**src/rtl/pipe_hazard_ctrl_pkg.sv**
```systemverilog
// Shared constants for the pipeline hazard controller:
// FSM state encoding, parameter defaults, match and counter widths.
package pipe_hazard_ctrl_pkg;

    localparam logic [1:0] ST_RUN   = 2'd0;
    localparam logic [1:0] ST_STALL = 2'd1;
    localparam logic [1:0] ST_FLUSH = 2'd2;

    localparam int FLUSH_CYC_DEF = 1;
    localparam int STALL_TMO_DEF = 255;
    localparam int CNT_W_DEF     = 16;

    // Register-index width used by the rd/rs compare.
    localparam int REG_AW_DEF    = 5;

    // FLUSH_CYC is limited to 1..15, so 4 bits hold the countdown.
    localparam int FCNT_W        = 4;

endpackage

```
**src/rtl/pipe_hazard_match.sv**
```systemverilog
// hazard_match: compares one producer's rd against the ID operands.
// Ports: i_valid, i_rd, i_rs1, i_rs2, i_use_rs1, i_use_rs2 -> o_match.
module hazard_match
    import pipe_hazard_ctrl_pkg::*;
#(
    parameter int REG_AW = REG_AW_DEF
) (
    input  logic              i_valid,
    input  logic [REG_AW-1:0] i_rd,
    input  logic [REG_AW-1:0] i_rs1,
    input  logic [REG_AW-1:0] i_rs2,
    input  logic              i_use_rs1,
    input  logic              i_use_rs2,
    output logic              o_match
);

    logic w_hit1;
    logic w_hit2;

    assign w_hit1 = i_use_rs1 && (i_rd == i_rs1);
    assign w_hit2 = i_use_rs2 && (i_rd == i_rs2);

    // x0 is hardwired zero, so writes to it never create a dependency.
    assign o_match = i_valid && (i_rd != '0) && (w_hit1 || w_hit2);

endmodule

```
**src/rtl/pipe_hazard_ctrl.sv**
```systemverilog
// pipe_hazard_ctrl: stall / flush / redirect control for an in-order pipe.
// In : clk_in, rst_in (async low), rdy_in, stage valids, PCs, ID operands,
//      producer valid/rd/is_load per stage (0 = EX, 1 = MEM, ...).
// Out: stall_if_id, bubble_id_ex, if_clear, id_clear, redirect_valid/pc,
//      stall_cnt, flush_cnt, err_tmo; all registered.
// Macro HAZARD_FWD_EN: only an EX load raises a hazard (forwarding path).
module pipe_hazard_ctrl
    import pipe_hazard_ctrl_pkg::*;
#(
    parameter int XLEN      = 32,
    parameter int REG_AW    = REG_AW_DEF,
    parameter int NUM_PROD  = 2,
    parameter int FLUSH_CYC = FLUSH_CYC_DEF,
    parameter int STALL_TMO = STALL_TMO_DEF,
    parameter int CNT_W     = CNT_W_DEF
) (
    input  logic                       clk_in,
    input  logic                       rst_in,
    input  logic                       rdy_in,
    input  logic                       if_valid,
    input  logic                       id_valid,
    input  logic                       ex_valid,
    input  logic [XLEN-1:0]            if_pc,
    input  logic [XLEN-1:0]            id_pc,
    input  logic [XLEN-1:0]            ex_npc,
    input  logic [REG_AW-1:0]          id_rs1,
    input  logic [REG_AW-1:0]          id_rs2,
    input  logic                       id_use_rs1,
    input  logic                       id_use_rs2,
    input  logic [NUM_PROD-1:0]        prod_valid,
    input  logic [NUM_PROD*REG_AW-1:0] prod_rd,
    input  logic [NUM_PROD-1:0]        prod_is_load,
    output logic                       stall_if_id,
    output logic                       bubble_id_ex,
    output logic                       if_clear,
    output logic                       id_clear,
    output logic                       redirect_valid,
    output logic [XLEN-1:0]            redirect_pc,
    output logic [CNT_W-1:0]           stall_cnt,
    output logic [CNT_W-1:0]           flush_cnt,
    output logic                       err_tmo
);

    localparam int TMO_W = (STALL_TMO < 2) ? 1 : $clog2(STALL_TMO + 1);
    localparam logic [TMO_W-1:0]  TMO_LIM = TMO_W'(STALL_TMO);
    localparam logic [FCNT_W-1:0] FC_LOAD = FCNT_W'(FLUSH_CYC - 1);

    logic [1:0]        r_state;
    logic [FCNT_W-1:0] r_fcnt;
    logic [TMO_W-1:0]  r_run;
    logic              r_stall;
    logic              r_clr;
    logic              r_redir;
    logic [XLEN-1:0]   r_redir_pc;
    logic [CNT_W-1:0]  r_stall_cnt;
    logic [CNT_W-1:0]  r_flush_cnt;
    logic              r_err;

    logic [NUM_PROD-1:0] w_match;
    logic                w_qual;
    logic                w_hazard;
    logic                w_mispred;
    logic [TMO_W-1:0]    w_run_nxt;
    logic                w_unused;

    for (genvar g = 0; g < NUM_PROD; g++) begin : g_match
        hazard_match #(
            .REG_AW    (REG_AW)
        ) u_match (
            .i_valid   (prod_valid[g]),
            .i_rd      (prod_rd[g*REG_AW +: REG_AW]),
            .i_rs1     (id_rs1),
            .i_rs2     (id_rs2),
            .i_use_rs1 (id_use_rs1),
            .i_use_rs2 (id_use_rs2),
            .o_match   (w_match[g])
        );
    end

`ifdef HAZARD_FWD_EN
    // Forwarding resolves everything except a load still in EX.
    assign w_qual = w_match[0] & prod_is_load[0];
`else
    assign w_qual = |w_match;
`endif

    // Some producer flags feed only one of the two builds.
    assign w_unused = ^{prod_is_load, w_match};

    assign w_hazard  = id_valid && w_qual;

    // Compare against the oldest younger instruction actually present.
    assign w_mispred = ex_valid &&
                       ((id_valid && (id_pc != ex_npc)) ||
                        (!id_valid && if_valid && (if_pc != ex_npc)));

    // Run length saturates so a very long stall cannot wrap it.
    assign w_run_nxt = (r_run == TMO_LIM) ? r_run : r_run + 1'b1;

    always_ff @(posedge clk_in or negedge rst_in) begin
        if (!rst_in) begin
            r_state     <= ST_RUN;
            r_fcnt      <= '0;
            r_run       <= '0;
            r_stall     <= 1'b0;
            r_clr       <= 1'b0;
            r_redir     <= 1'b0;
            r_redir_pc  <= '0;
            r_stall_cnt <= '0;
            r_flush_cnt <= '0;
            r_err       <= 1'b0;
        end else if (rdy_in) begin
            if (w_mispred) begin
                r_state     <= ST_FLUSH;
                r_fcnt      <= FC_LOAD;
                r_run       <= '0;
                r_stall     <= 1'b0;
                r_clr       <= 1'b1;
                r_redir     <= 1'b1;
                r_redir_pc  <= ex_npc;
                r_flush_cnt <= r_flush_cnt + 1'b1;
            end else if (r_state == ST_FLUSH) begin
                r_redir <= 1'b0;
                if (r_fcnt == '0) begin
                    r_state <= ST_RUN;
                    r_clr   <= 1'b0;
                end else begin
                    r_fcnt  <= r_fcnt - 1'b1;
                end
            end else if (w_hazard) begin
                r_state     <= ST_STALL;
                r_stall     <= 1'b1;
                r_stall_cnt <= r_stall_cnt + 1'b1;
                r_run       <= w_run_nxt;
                if (w_run_nxt == TMO_LIM) begin
                    r_err <= 1'b1;
                end
            end else begin
                r_state <= ST_RUN;
                r_stall <= 1'b0;
                r_run   <= '0;
            end
        end
    end

    assign stall_if_id    = r_stall;
    assign bubble_id_ex   = r_stall;
    assign if_clear       = r_clr;
    assign id_clear       = r_clr;
    assign redirect_valid = r_redir;
    assign redirect_pc    = r_redir_pc;
    assign stall_cnt      = r_stall_cnt;
    assign flush_cnt      = r_flush_cnt;
    assign err_tmo        = r_err;

endmodule

```
**config.mk**
```make
export PLATFORM = sky130hd
export DESIGN_NAME = pipe_hazard_ctrl
export DESIGN_NICKNAME = d
export VERILOG_FILES = /design/src/rtl/pipe_hazard_ctrl_pkg.sv /design/src/rtl/pipe_hazard_match.sv /design/src/rtl/pipe_hazard_ctrl.sv
export SDC_FILE = /design/constraint.sdc
export NUM_CORES = 1
export LEC_CHECK = 0
export ABC_AREA = 1
export CORE_MARGIN = 1
export CORE_UTILIZATION = 40
export DETAILED_ROUTE_END_ITERATION = 12
export GPL_ROUTABILITY_DRIVEN = 0
export PLACE_DENSITY = 0.75
export SYNTH_ARGS = -nofsm -noshare
export SYNTH_HDL_FRONTEND = slang
export SYNTH_SLANG_ARGS = --single-unit
```
**constraint.sdc**
```tcl
create_clock -name clk_in -period 1.6 [get_ports clk_in]
set_clock_uncertainty 0.05 [all_clocks]
set_input_delay 0.4 -clock clk_in [delete_from_list [all_inputs] [get_ports clk_in]]
set_output_delay 0.4 -clock clk_in [all_outputs]
set_load 0.01 [all_outputs]
```
==> summary.txt <==
GRT
  • Vias in the first global route: 6051
  • GRT Resource Usage Total: 25.0%
  • First-pass GRT wire length: 28.4 mm
  • Largest net degree at the start of global routing: 26
  • Initial antenna violation count: 1
  • Remaining Overflow, GRT: 0

STA
  • Fmax achieved: 564 MHz
  • RSZ-0062 raised after global routing: true
  • Final hold vios: 0
  • Pins over their slew limit: 0
  • Worst slew pin tran: 378 ps
  • Final TNS setup: -4530 ps
  • Period utilization: 111%
  • Setup violators final: 75
  • Post-layout minimum cycle time: 1770 ps
  • Slew margin rel.: 74.6%
  • Fin worst setup slack: -172 ps

Logic synthesis
  • Multiplexer area fraction after synthesis: 0%
  • Number of flops mapped to enable cells by yosys: 0
  • Synth Area per Inst: 7.24 um2
  • Sequential area share after synthesis: 37.0%
  • Synth Area in Compound Gates: 6.11%
  • Synth Cell Area: 5550 um2
  • Post-synth ARST share: 100%
  • Yosys warning count: 0
  • Main combinational cell family by area after synthesis: simple AND/OR/NAND/NOR gates
  • Synth Register Bits: 82
  • XOR/XNOR Fraction of Synth Area: 12.9%
  • Top FF cell, synth: dfrtp_1
  • Gate count of the mapped netlist: 767
  • Synth Area in Adders: 1.13%
  • Synth unique cells: 37
  • Simple-gate share of the synthesized area: 32.7%
  • Syn Nets: 900

Critical path
  • CP endpoint kind: flop
  • WP data required: 1820 ps
  • Crit-path cells: ha_2, nand2_2, nor2_4, nand3_2, nor2_4, buf_4, buf_4, buf_4, nor2_1, nor2_1, nand4_1, nand2_1
  • Top cell by count, worst path: buf_4
  • Slowest-stage cell, CP: dfrtp_1
  • CP Launch Type: flop
  • Slowest Stage Delay on Critical Path: 350 ps
  • Worst EP arrival: 1990 ps
  • Crit path max fanout: 6
  • Crit path kind: flop to flop

Clocking
  • Total CTS buffers: 9
  • Clock root buffer: clkbuf_16
  • CTS tree: done
  • H-tree depth: 3
  • Clock-pin slew on the worst setup and hold paths: 60 ps
  • Worst-Skew Late Latency: 340 ps
  • Clock tree buffer depth: 2
  • CTS sink cnt: 82

Floorplanning
  • Die width: 120 um
  • Core Area: 13400 um2
  • I/O pins: 198
  • Site Rows: 42
  • DIE AREA: 14400 um2
  • Initial Util: 41.4%
  • Die Y: 120 um

Final layout
  • Layout cells sized above 1: 38.6%
  • Post-Layout Cell Count: 1262
  • Post-layout net count: 1215
  • Most common cell after layout, fill and taps aside: nand2_1
  • Fill count: 1094
  • # diodes: 0
  • Commonest non-fill, non-tap cells in the layout: 189 x nand2_1, 97 x buf_4, 90 x dlygate4sd2_1, 80 x dfrtp_1, 70 x inv_1
  • Area grow syn2layout: 69.4%

Power
  • P_leak: 5.04 nW
  • Power, Total: 7.40 mW
  • Max VDD drop: 0.554 mV
  • Power Dens Cells: 787 nW/um2

Routing
  • Post-route ant nets: 0
  • Post-DR wirelength/cell: 14.2 um
  • Vias/cell: 4.85
  • Vias: 6115
  • Drt drc: 0
  • Pre-antenna DRT Iters: 4
  • DR iter-0 viols: 264
  • Final WL: 17.9 mm

Outcome
  • Outcome: finished with violations
  • Violated checks: setup timing

Job
  • Number of max-cap violations: 0

Placed design
  • Inst Count DP: 1198
  • Hpwl dp: 12.4 mm
  • Quantity of I/O buffers inserted on ports: 195
  • Post-Place Setup Slack: -914 ps

Hold path
  • HP Class: primary input to flop
-- report_power, final --
| part | internal (mW) | leakage (nW) | switching (mW) |
|---|---|---|---|
| logic | 1.30 | 3.84 | 1.40 |
| registers | 2.40 | 1.06 | 0.268 |
| clock network | 1.20 | 0.138 | 0.831 |
-- critical path: cells and delay by family (launching register included) --
| family | cells | cell delay (ps) |
|---|---|---|
| simple gates | 8 | 810 |
| flops | 1 | 350 |
| fa+ha+maj | 1 | 190 |
| buf+inv | 3 | 310 |
-- logic make-up (layout without fill, tap and decap cells) --
group	after synthesis	after routing
XOR/XNOR	82	82
adder cells (fa/ha/maj)	5	5
buffers and inverters	118	437
AND/OR/NAND/NOR	427	427
AO/OA/AOI/OAI	53	53
flip-flops	82	82
-- sequential cells by signal, summed over array words and instances, names as in the netlist --
| signal | cells |
|---|---|
| redirect_pc | 32 |
| r_fcnt | 4 |
| stall_cnt | 16 |
| r_state | 2 |
| id_clear | 1 |
| err_tmo | 1 |
| redirect_valid | 1 |
| bubble_id_ex | 1 |
| flush_cnt | 16 |
| r_run | 8 |
-- what timing repair did --
action                                  CTS  global route
gates resized for setup                 581           127
endpoints found under the hold margin    21             0
hold buffers                              1             0
endpoints found under the setup margin  152            83
gates cloned                             13             2
pin swaps                               140            71
buffers inserted                         28             8
-- per-stage QoR --
stage	hold WS [ps]	util (%)	area, um2
floorplan	54.4	-	5710
global placement	298	62.6	8390
detailed placement	297	62.6	8390
CTS	280	67.4	9030
global route	224	70.2	9410
finish	221	70.2	9410
-- routing by layer --
layer	GRT usage, %	routed length [um]
met5	0	17
met4	7.73	373
met3	4.28	997
met2	45.7	9220
met1	29.5	7300
-- Yosys cell counts, types with 6 or more instances --
cell type,count,area share (%)
buf_4,6,0.81
xnor2_1,55,8.7
nand2_1,263,18
nand4_1,34,3.8
nor2_1,66,4.5
o21ai_2,9,1.4
nand3_1,37,3.3
dfrtp_1,82,37
xor2_1,27,4.3
inv_2,10,0.68
inv_1,83,5.6
nor3_1,12,1.1
o21ai_0,30,2.7
-- path summary, 6_finish.rpt --
| path | cells after the start | startpoint | to | slack, ps |
|---|---|---|---|---|
| max | 12 | r_run[0] | r_run[5] | -170 |
| min | 3 | ex_npc[3] | redirect_pc[3] | 220 |
| max reg2reg | 12 | r_run[0] | r_run[5] | -170 |
| min reg2reg | 2 | redirect_pc[12] | redirect_pc[12] | 430 |
| max in group asynchronous | 3 | rst_in | bubble_id_ex | 550 |
| min in group asynchronous | 2 | rst_in | stall_cnt[8] | 470 |
-- layout make-up --
class | instances | area (um2) | area share [%]
multi-input combinational | 567 | 3610 | 38.3
inverter | 96 | 382 | 4.06
clock buffer | 10 | 229 | 2.43
clock inverter | 5 | 56.3 | 0.598
timing repair inverter | 7 | 95.1 | 1.01
tap | 176 | 220 | 2.34
timing repair buffer | 319 | 2770 | 29.4
sequential | 82 | 2050 | 21.8
Note: power is estimated with default switching activity, not from simulation.
